## config.mk

```make
export PLATFORM = sky130hd
export DESIGN_NAME = mass_stats_accum
export DESIGN_NICKNAME = d
export VERILOG_FILES = /design/src/rtl/mass_stats_accum.sv
export SDC_FILE = /design/constraint.sdc
export NUM_CORES = 1
export LEC_CHECK = 0
export ABC_CLOCK_PERIOD_IN_PS = 4700
export CORE_MARGIN = 1.5
export CORE_UTILIZATION = 64
export CTS_BUF_LIST = sky130_fd_sc_hd__clkbuf_4
export DETAILED_ROUTE_END_ITERATION = 10
export HOLD_SLACK_MARGIN = 0.06
export PLACE_DENSITY = 0.95
export SYNTH_ARGS = -nofsm -noshare
export SYNTH_HDL_FRONTEND = slang
export SYNTH_SLANG_ARGS = --single-unit
```

## constraint.sdc

```tcl
create_clock -name clk -period 4.7 [get_ports clk]
set_input_delay 0.94 -clock clk [delete_from_list [all_inputs] [get_ports clk]]
set_output_delay 0.94 -clock clk [all_outputs]
set_load 0.02 [all_outputs]
```

## src/rtl/mass_stats_accum.sv

```systemverilog
// Per-frame mass statistics of a binarised raster pixel stream:
// count, bounding box and centroid sums, one record per frame.
module mass_stats_accum #(
    parameter int IMG_W = 64,
    parameter int IMG_H = 64,
    localparam int XW = $clog2(IMG_W),
    localparam int YW = $clog2(IMG_H),
    localparam int CW = $clog2(IMG_W * IMG_H + 1),
    localparam int SW = XW + CW
) (
    input  logic          clk,
    input  logic          rst_n,
    input  logic          we,
    input  logic [7:0]    dataEncoded,
    input  logic          finallydone,
    input  logic          res_ready,
    output logic          res_valid,
    output logic [CW-1:0] mass_count,
    output logic [XW-1:0] min_x,
    output logic [XW-1:0] max_x,
    output logic [YW-1:0] min_y,
    output logic [YW-1:0] max_y,
    output logic [SW-1:0] sum_x,
    output logic [SW-1:0] sum_y,
    output logic          empty,
    output logic          short_frame,
    output logic          drop_err,
    output logic          busy
);

    localparam logic [XW-1:0] XMAX   = XW'(IMG_W - 1);
    localparam logic [YW-1:0] YMAX   = YW'(IMG_H - 1);
    localparam logic [CW-1:0] NPIX_C = CW'(IMG_W * IMG_H);

    typedef enum logic [1:0] {
        S_IDLE,
        S_ACCUM,
        S_HOLD
    } state_t;

    state_t r_state;
    state_t w_state_nx;

    logic          r_fd_q;
    logic [XW-1:0] r_x;
    logic [YW-1:0] r_y;
    logic [CW-1:0] r_pix;
    logic [CW-1:0] r_cnt;
    logic [SW-1:0] r_sx;
    logic [SW-1:0] r_sy;
    logic [XW-1:0] r_minx;
    logic [XW-1:0] r_maxx;
    logic [YW-1:0] r_miny;
    logic [YW-1:0] r_maxy;

    logic          w_fd_rise;
    logic          w_take;
    logic          w_fg;
    logic          w_load;
    logic          w_hs;
    logic [XW-1:0] w_x_nx;
    logic [YW-1:0] w_y_nx;
    logic [CW-1:0] w_pix_nx;
    logic [CW-1:0] w_cnt_nx;
    logic [SW-1:0] w_sx_nx;
    logic [SW-1:0] w_sy_nx;
    logic [XW-1:0] w_minx_nx;
    logic [XW-1:0] w_maxx_nx;
    logic [YW-1:0] w_miny_nx;
    logic [YW-1:0] w_maxy_nx;

    assign w_fd_rise = finallydone & ~r_fd_q;
    assign w_take    = we & (r_state != S_HOLD);
    // Pixels beyond a full frame only advance position, never the stats.
    assign w_fg      = w_take & dataEncoded[7] & (r_pix != NPIX_C);
    assign w_load    = w_fd_rise & (r_state != S_HOLD);
    assign w_hs      = res_valid & res_ready;
    assign busy      = (r_state == S_ACCUM);

    always_ff @(posedge clk or negedge rst_n) begin
        if (!rst_n) begin
            r_state <= S_IDLE;
            r_fd_q  <= 1'b0;
        end else begin
            r_state <= w_state_nx;
            r_fd_q  <= finallydone;
        end
    end

    always_comb begin
        w_state_nx = r_state;
        unique case (r_state)
            S_IDLE: begin
                if (w_load) begin
                    w_state_nx = S_HOLD;
                end else if (we) begin
                    w_state_nx = S_ACCUM;
                end
            end
            S_ACCUM: begin
                if (w_load) begin
                    w_state_nx = S_HOLD;
                end
            end
            S_HOLD: begin
                if (w_hs) begin
                    w_state_nx = S_IDLE;
                end
            end
            default: w_state_nx = S_IDLE;
        endcase
    end

    always_comb begin
        w_x_nx    = r_x;
        w_y_nx    = r_y;
        w_pix_nx  = r_pix;
        w_cnt_nx  = r_cnt;
        w_sx_nx   = r_sx;
        w_sy_nx   = r_sy;
        w_minx_nx = r_minx;
        w_maxx_nx = r_maxx;
        w_miny_nx = r_miny;
        w_maxy_nx = r_maxy;
        if (w_take) begin
            if (r_x == XMAX) begin
                w_x_nx = '0;
                w_y_nx = (r_y == YMAX) ? '0 : r_y + 1'b1;
            end else begin
                w_x_nx = r_x + 1'b1;
            end
            if (r_pix != NPIX_C) begin
                w_pix_nx = r_pix + 1'b1;
            end
        end
        if (w_fg) begin
            w_cnt_nx = r_cnt + 1'b1;
            w_sx_nx  = r_sx + SW'(r_x);
            w_sy_nx  = r_sy + SW'(r_y);
            // First foreground pixel seeds the box; the reset zeros are not real bounds.
            if (r_cnt == '0) begin
                w_minx_nx = r_x;
                w_maxx_nx = r_x;
                w_miny_nx = r_y;
                w_maxy_nx = r_y;
            end else begin
                if (r_x < r_minx) w_minx_nx = r_x;
                if (r_x > r_maxx) w_maxx_nx = r_x;
                if (r_y < r_miny) w_miny_nx = r_y;
                if (r_y > r_maxy) w_maxy_nx = r_y;
            end
        end
    end

    always_ff @(posedge clk or negedge rst_n) begin
        if (!rst_n) begin
            r_x    <= '0;
            r_y    <= '0;
            r_pix  <= '0;
            r_cnt  <= '0;
            r_sx   <= '0;
            r_sy   <= '0;
            r_minx <= '0;
            r_maxx <= '0;
            r_miny <= '0;
            r_maxy <= '0;
        end else if (w_hs) begin
            r_x    <= '0;
            r_y    <= '0;
            r_pix  <= '0;
            r_cnt  <= '0;
            r_sx   <= '0;
            r_sy   <= '0;
            r_minx <= '0;
            r_maxx <= '0;
            r_miny <= '0;
            r_maxy <= '0;
        end else begin
            r_x    <= w_x_nx;
            r_y    <= w_y_nx;
            r_pix  <= w_pix_nx;
            r_cnt  <= w_cnt_nx;
            r_sx   <= w_sx_nx;
            r_sy   <= w_sy_nx;
            r_minx <= w_minx_nx;
            r_maxx <= w_maxx_nx;
            r_miny <= w_miny_nx;
            r_maxy <= w_maxy_nx;
        end
    end

    // Record is built from the next-state values so a pixel in the fd_rise cycle is included.
    always_ff @(posedge clk or negedge rst_n) begin
        if (!rst_n) begin
            res_valid   <= 1'b0;
            mass_count  <= '0;
            min_x       <= '0;
            max_x       <= '0;
            min_y       <= '0;
            max_y       <= '0;
            sum_x       <= '0;
            sum_y       <= '0;
            empty       <= 1'b0;
            short_frame <= 1'b0;
        end else if (w_load) begin
            res_valid   <= 1'b1;
            mass_count  <= w_cnt_nx;
            min_x       <= w_minx_nx;
            max_x       <= w_maxx_nx;
            min_y       <= w_miny_nx;
            max_y       <= w_maxy_nx;
            sum_x       <= w_sx_nx;
            sum_y       <= w_sy_nx;
            empty       <= (w_cnt_nx == '0);
            short_frame <= (w_pix_nx != NPIX_C);
        end else if (w_hs) begin
            res_valid   <= 1'b0;
        end
    end

    always_ff @(posedge clk or negedge rst_n) begin
        if (!rst_n) begin
            drop_err <= 1'b0;
        end else if (we && r_state == S_HOLD) begin
            drop_err <= 1'b1;
        end
    end

endmodule
```

==> metrics.cfg, run 1 <==
[setup_path]
critPathArrivalTime_ns=3.52
worst_setup_path_start_kind=register
required_ns=5.12
reg2reg_to=max_x[5]
reg2reg_slack_ns=1.60
cpMaxStageDelayCell=or4_1
worstPathCellList=or4_4 > or4_1 > nand2_1 > buf_4 > a21o_1 > mux2i_1 > o21ai_0
cp_max_fo=24
critPathMaxStageDelay_ns=0.61
ff2ff_path_depth=7
r2r_start=r_pix[3]
critPathCaptureType=register
criticalPathCategory=register to register

[timing]
rsz0062_at_grt=false
post-route-min-period_ns=3.10
setup_violations=0
skew_ns=0.0136
max_slew_margin=0.260
final-hold-violation-count=0
maxSlewViolCount=0
max_freq_mhz=323
fin_tns_setup_ns=0
final.period_utilization=0.659
tightestPinTransition_ns=1.11
holdWs_ns=0.412

[placement]
hpwl_mm=13.5
gp_congestion=0.896
io_buffer_count=85

[global_route]
grt_max_degree=125
gr-usage-met2=0.485
grt_use_met3=0.0705
grt_pass1_wl_mm=32.7
grt_pass1_vias=6961
grt_use_met1=0.359
antenna_found_initial=1
top_usage_layer=met2
grt_overflow=0
track_usage=0.286

[floorplanning]
ioPinCount=93
dieWidth_um=121
die-area_mm2=0.0147
std_cell_rows=42
die_h_um=121
initial_utilization=0.664
core_area_mm2=0.0135

[power_and_ir_drop]
netSwitchingFraction=0.377
finalPower_mw=4.47
leakagePower_nw=4.75
vdd.ir_drop.worst_v=0.000229
power_frac_comb=0.363
p_switching_mw=1.68
pwr-share-clk=0.163
pwr-share-seq=0.475
intPower_mw=2.79
power.density_mw_per_mm2=444

[detailed_routing]
firstDrtPassIters=7
ant_nets=0
drtIter0Drc=621
wirelength_mm=19.5
route.detailed.drc=0
vias=7026
wl_per_cell_um=16.4
vias_per_cell=5.91

[cts]
cts_buffers=17
cts_setup_buffers=0
cts.reportedPaths.clkPinSlew_ns=0.13
cts_buffer_depth=2
cts_tree=built
cts_resized=0
clock-sinks=182
root_buffer=clkbuf_4
cts_htree_levels=4
insertion_delay_ns=0.58
cts_hold_buf=0

[synthesis]
synth_cell_type_count=57
ys_seq_area_frac=0.510
async_flop_share=1.00
ys_seq_elements=182
synth_nets=987
syn_area_per_cell_um2=9.59
syn_inst=932
synth_area_mm2=0.00893
synth-warning-count=0
synth-main-ff-cell=dfrtp_1
synth_edf_count=0

[cells_and_area]
layout.nets=1057
layout-drive-gt1-share=0.0445
area_growth_pct=12.8
fill_cells=945

[min_path]
hold_class=input pin to async pin

[flow_run]
drv_cap=0

[outcome]
run_status=complete, no violations

==> synth_stat cells (all sizes together), types with 5 or more instances <==
cell,number,area share
nand4,16,0.011
ha,40,0.056
mux2i,29,0.032
clkbuf,29,0.015
and2,6,0.0045
a21oi,42,0.024
nand3,26,0.015
inv,44,0.018
nor3,12,0.0067
nor2b,9,0.0063
buf,11,0.0080
xor2,29,0.028
and3,20,0.014
o31ai,6,0.0050
o21ai,87,0.050
xnor2,31,0.030
or3,5,0.0036
nand2,117,0.049
nor2,124,0.052
dfrtp,182,0.51
o2111ai,5,0.0049
o21a,5,0.0042
a21o,11,0.0092
nor4,6,0.0042
==> worst max-delay path, delay by kind of cell (launching register included) <==
family	cells	cell delay (ns)
multiplexers	1	0.35
AND/OR/NAND/NOR	3	1.30
buffers and inverters	1	0.30
AO/OA/AOI/OAI	2	0.49
flip-flops	1	0.49
==> area by class of cell <==
type	count	area, um^2	share of cell area
clock buffer	18	135	0.0134
timing repair buffer	91	910	0.0902
sequential	182	4550	0.452
antenna	1	2.50	0.000248
inverter	44	165	0.0164
clock inverter	10	67.6	0.00670
tap	176	220	0.0218
multi-input combinational	666	4030	0.399
==> flip-flops by register name, indices dropped and copies added (netlist names), 13 cells and up <==
register and count:
r_pix 13, sum_x 19, mass_count 13, r_sy 19
sum_y 19, r_cnt 13, r_sx 19
==> per-layer routing <==
layer	vias up	share of wire
li1	3291	-
met2	253	0.50
met4	0	0.025
met5	-	0
met3	54	0.060
met1	3428	0.41
==> layout by cell type, fill, tap and decap left out, types with 20 or more instances in the layout <==
cell type	n
a21oi_1	42
and3_1	20
clkdlybuf4s50_1	84
dfrtp_1	182
ha_1	40
inv_1	44
mux2i_1	29
nand2_1	116
nand3_1	26
nor2_1	123
o21ai_0	84
xnor2_1	31
xor2_1	29
==> stage by stage <==
step	worst slack, ns	instance area, um^2	utilization	cells
finish	1.60	10100	0.749	1188
global route	1.48	10100	0.749	1188
CTS	1.65	10100	0.749	1187
detailed placement	1.34	9870	0.734	1159
global placement	1.39	9870	0.734	1159
floorplan	2.04	8930	-	932
==> cells by family (layout without fill, tap and decap cells) <==
| logic type | after synthesis | in the layout | synth area share |
|---|---|---|---|
| simple gates | 361 | 361 | 0.184 |
| flops | 182 | 182 | 0.510 |
| compound gates | 173 | 173 | 0.112 |
| buf+inv | 84 | 163 | 0.0410 |
| xor+xnor | 60 | 60 | 0.0588 |
| fa+ha+maj | 42 | 42 | 0.0605 |
| mux | 30 | 30 | 0.0337 |
| other cells | 0 | 1 | 0 |
==> worst max path at each step <==
stage                        start         to  slack [ns]  cells after the start
after floorplan           r_pix[3]      empty        2.04                      9
after global placement          we  sum_y[15]        1.39                      7
after detailed placement        we  sum_y[16]        1.34                      7
after CTS                 r_pix[3]   max_x[4]        1.65                      7
after global routing      r_pix[3]   max_x[4]        1.48                      7
final                     r_pix[3]   max_x[5]        1.60                      7
==> power groups by stage <==
| stage | registers (mW) | clock network [mW] | logic (mW) |
|---|---|---|---|
| floorplan | 2.23 | 0 | 0.908 |
| global placement | 2.13 | 0 | 1.50 |
| detailed placement | 2.15 | 0 | 1.60 |
| CTS | 2.12 | 0.738 | 1.62 |
| global route | 2.16 | 0.805 | 1.80 |
| finish | 2.12 | 0.727 | 1.62 |
Note: power is estimated with default switching activity, not from simulation.
==> run 2: changes to the inputs <==
==> config.mk (replaced) <==
export PLATFORM = sky130hd
export DESIGN_NAME = mass_stats_accum
export DESIGN_NICKNAME = d
export VERILOG_FILES = /design/src/rtl/mass_stats_accum.sv
export SDC_FILE = /design/constraint.sdc
export NUM_CORES = 1
export LEC_CHECK = 0
export ABC_CLOCK_PERIOD_IN_PS = 3200
export CORE_MARGIN = 1.5
export CORE_UTILIZATION = 59
export CTS_BUF_LIST = sky130_fd_sc_hd__clkbuf_4
export DETAILED_ROUTE_END_ITERATION = 10
export HOLD_SLACK_MARGIN = 0.06
export PLACE_DENSITY = 0.91
export SYNTH_ARGS = -nofsm -noshare
export SYNTH_HDL_FRONTEND = slang
export SYNTH_SLANG_ARGS = --single-unit
==> constraint.sdc (replaced) <==
create_clock -name clk -period 3.2 [get_ports clk]
set_input_delay 0.64 -clock clk [delete_from_list [all_inputs] [get_ports clk]]
set_output_delay 0.64 -clock clk [all_outputs]
set_load 0.02 [all_outputs]
==> metrics.cfg, run 2 (synthesized netlist as in run 1, its figures left out) <==
[timing]
rsz0062_at_grt=false
setup_violations=0  ; unchanged
post-route-min-period_ns=3.02  ; -0.0717 ns
final.period_utilization=0.945  ; +0.286
max_slew_margin=0.543  ; +0.283
setup_ws_ns=0.176  ; -1.43 ns
maxSlewViolCount=0  ; unchanged
max_freq_mhz=331  ; +2.4%
holdWs_ns=0.475  ; +0.0635 ns
fin_tns_setup_ns=0  ; unchanged
tightestPinTransition_ns=0.669  ; -0.441 ns
skew_ns=0.0241  ; +0.0105 ns
final-hold-violation-count=0  ; unchanged

[cells_and_area]
layout.nets=1071  ; +1.3%
layout-drive-gt1-share=0.0651  ; +0.0206
final_util=0.706  ; -0.0435
mostFrequentLayoutCell=dfrtp_1
design_area_mm2=0.0103  ; +2.5%
layout.cells.non_filler=1214  ; +2.2%
area_growth_pct=15.7
final_cell_mix=dfrtp_1, nor2_1, nand2_1, o21ai_0, clkdlybuf4s50_1

[floorplanning]
die_h_um=126  ; +4.0%
die-area_mm2=0.0159  ; +8.3%
dieWidth_um=126  ; +4.0%
std_cell_rows=44  ; +4.8%
ioPinCount=93  ; unchanged
initial_utilization=0.610  ; -0.0540
core_area_mm2=0.0146  ; +8.9%

[min_path]
hold_class=register to register

[setup_path]
required_ns=3.66  ; -1.46 ns
critPathMaxStageDelay_ns=0.60  ; about the same
criticalPathCategory=register to register
worst_setup_path_start_kind=register
worstPathCellList=or4_4 > or4_1 > nand2_1 > a21o_1 > mux2i_1 > o21ai_0
cpMaxStageDelayCell=or4_1
critPathCaptureType=register
path_buf_inv=0  ; -1
critPathArrivalTime_ns=3.49  ; -0.03 ns
cp_max_fo=9  ; -63%
cp_top_family=simple AND/OR/NAND/NOR gates

[global_route]
grt_use_met1=0.337  ; -0.0215
grt_overflow=0  ; unchanged
top_usage_layer=met2
grt_use_met3=0.0472  ; -0.0233
grt_pass1_vias=6958  ; -0.043%
grt_pass1_wl_mm=33.0  ; +0.87%
grt_max_degree=71  ; -43%
gr-usage-met2=0.421  ; -0.0643
antenna_found_initial=1  ; unchanged
track_usage=0.258  ; -0.0274

[cts]
cts_htree_levels=4  ; unchanged
insertion_delay_ns=0.60  ; +0.02 ns
cts_resized=0  ; unchanged
cts_buffer_depth=2  ; unchanged
root_buffer=clkbuf_4
cts.reportedPaths.clkPinSlew_ns=0.15  ; +0.02 ns
clock-sinks=182  ; unchanged
cts_buffers=17  ; unchanged
cts_tree=built

[placement]
place_inst=1180  ; +1.8%
io_buffer_count=85  ; unchanged
gp_congestion=0.893  ; -0.31%
placed_area_mm2=0.00999  ; +1.2%
hpwl_mm=13.2  ; -2.0%
post-place-ws_ns=0.247  ; -1.09 ns

[flow_run]
drv_cap=0  ; unchanged

[detailed_routing]
vias_per_cell=5.80  ; -1.9%
firstDrtPassIters=10  ; +3
ant_nets=0  ; unchanged
wirelength_mm=19.3  ; -1.3%
drtIter0Drc=545  ; -12%
route.detailed.drc=6  ; +6
vias=7044  ; +0.26%
wl_per_cell_um=15.9  ; -3.4%

[power_and_ir_drop]
finalPower_mw=6.95  ; +55%
power.density_mw_per_mm2=672  ; +51%
leakagePower_nw=4.87  ; +2.6%
vdd.ir_drop.worst_v=0.000234  ; +2.4%

[outcome]
run_status=finished with violations
violations=DRC

-- run 2: cell count changes in the layout (fill, tap and decap cells not counted), moves of 3 or more --
cell / previous run / this run
clkinvlp_4: 0 / 3
inv_6: 0 / 4
buf_4: 5 / 17
bufinv_16: 1 / 4
clkinv_1: 6 / 1
-- run 2: routing by layer --
layer  part of all wire  wire length [um]  up-vias
met5                  0                 0        -
met4              0.031               590        0
met3              0.051               991       43
met2               0.48              9300      221
met1               0.44              8400     3447
li1                   -                 -     3333
-- run 2: power breakdown --
part	leakage, nW	internal [mW]	switching (mW)
sequential	2.45	2.71	0.354
combinational	2.26	1.06	1.39
clock	0.167	0.624	0.809
total	4.87	4.40	2.55
-- run 2: what timing repair did --
item                      CTS  global route
hold buffers                1             0
setup buffers               0             0
hold endpoints to repair   62             0
-- run 2: worst paths after layout --
path	startpoint	to	slack [ns]	depth (start not counted)
max in group asynchronous	rst_n	r_sy[12]	1.80	3
max reg2reg	r_pix[3]	max_x[4]	0.18	6
min reg2reg	drop_err	drop_err	0.48	1
min	drop_err	drop_err	0.48	1
min in group asynchronous	rst_n	r_pix[4]	0.58	2
max	r_pix[3]	max_x[4]	0.18	6
-- run 2: worst reg2reg max path, cell delays in order (launching register included) --
cell	delay [ns]
dfrtp_1	0.51
or4_4	0.57
or4_1	0.60
nand2_1	0.37
a21o_1	0.34
mux2i_1	0.36
o21ai_0	0.14
-- run 2: area by class of cell --
cell class	count	area (um^2)
sequential	182	4550
fill	1069	4310
multi-input combinational	666	4030
timing repair buffer	105	1030
tap	184	230
clock inverter	15	200
inverter	44	165
clock buffer	17	128
antenna	1	2.50
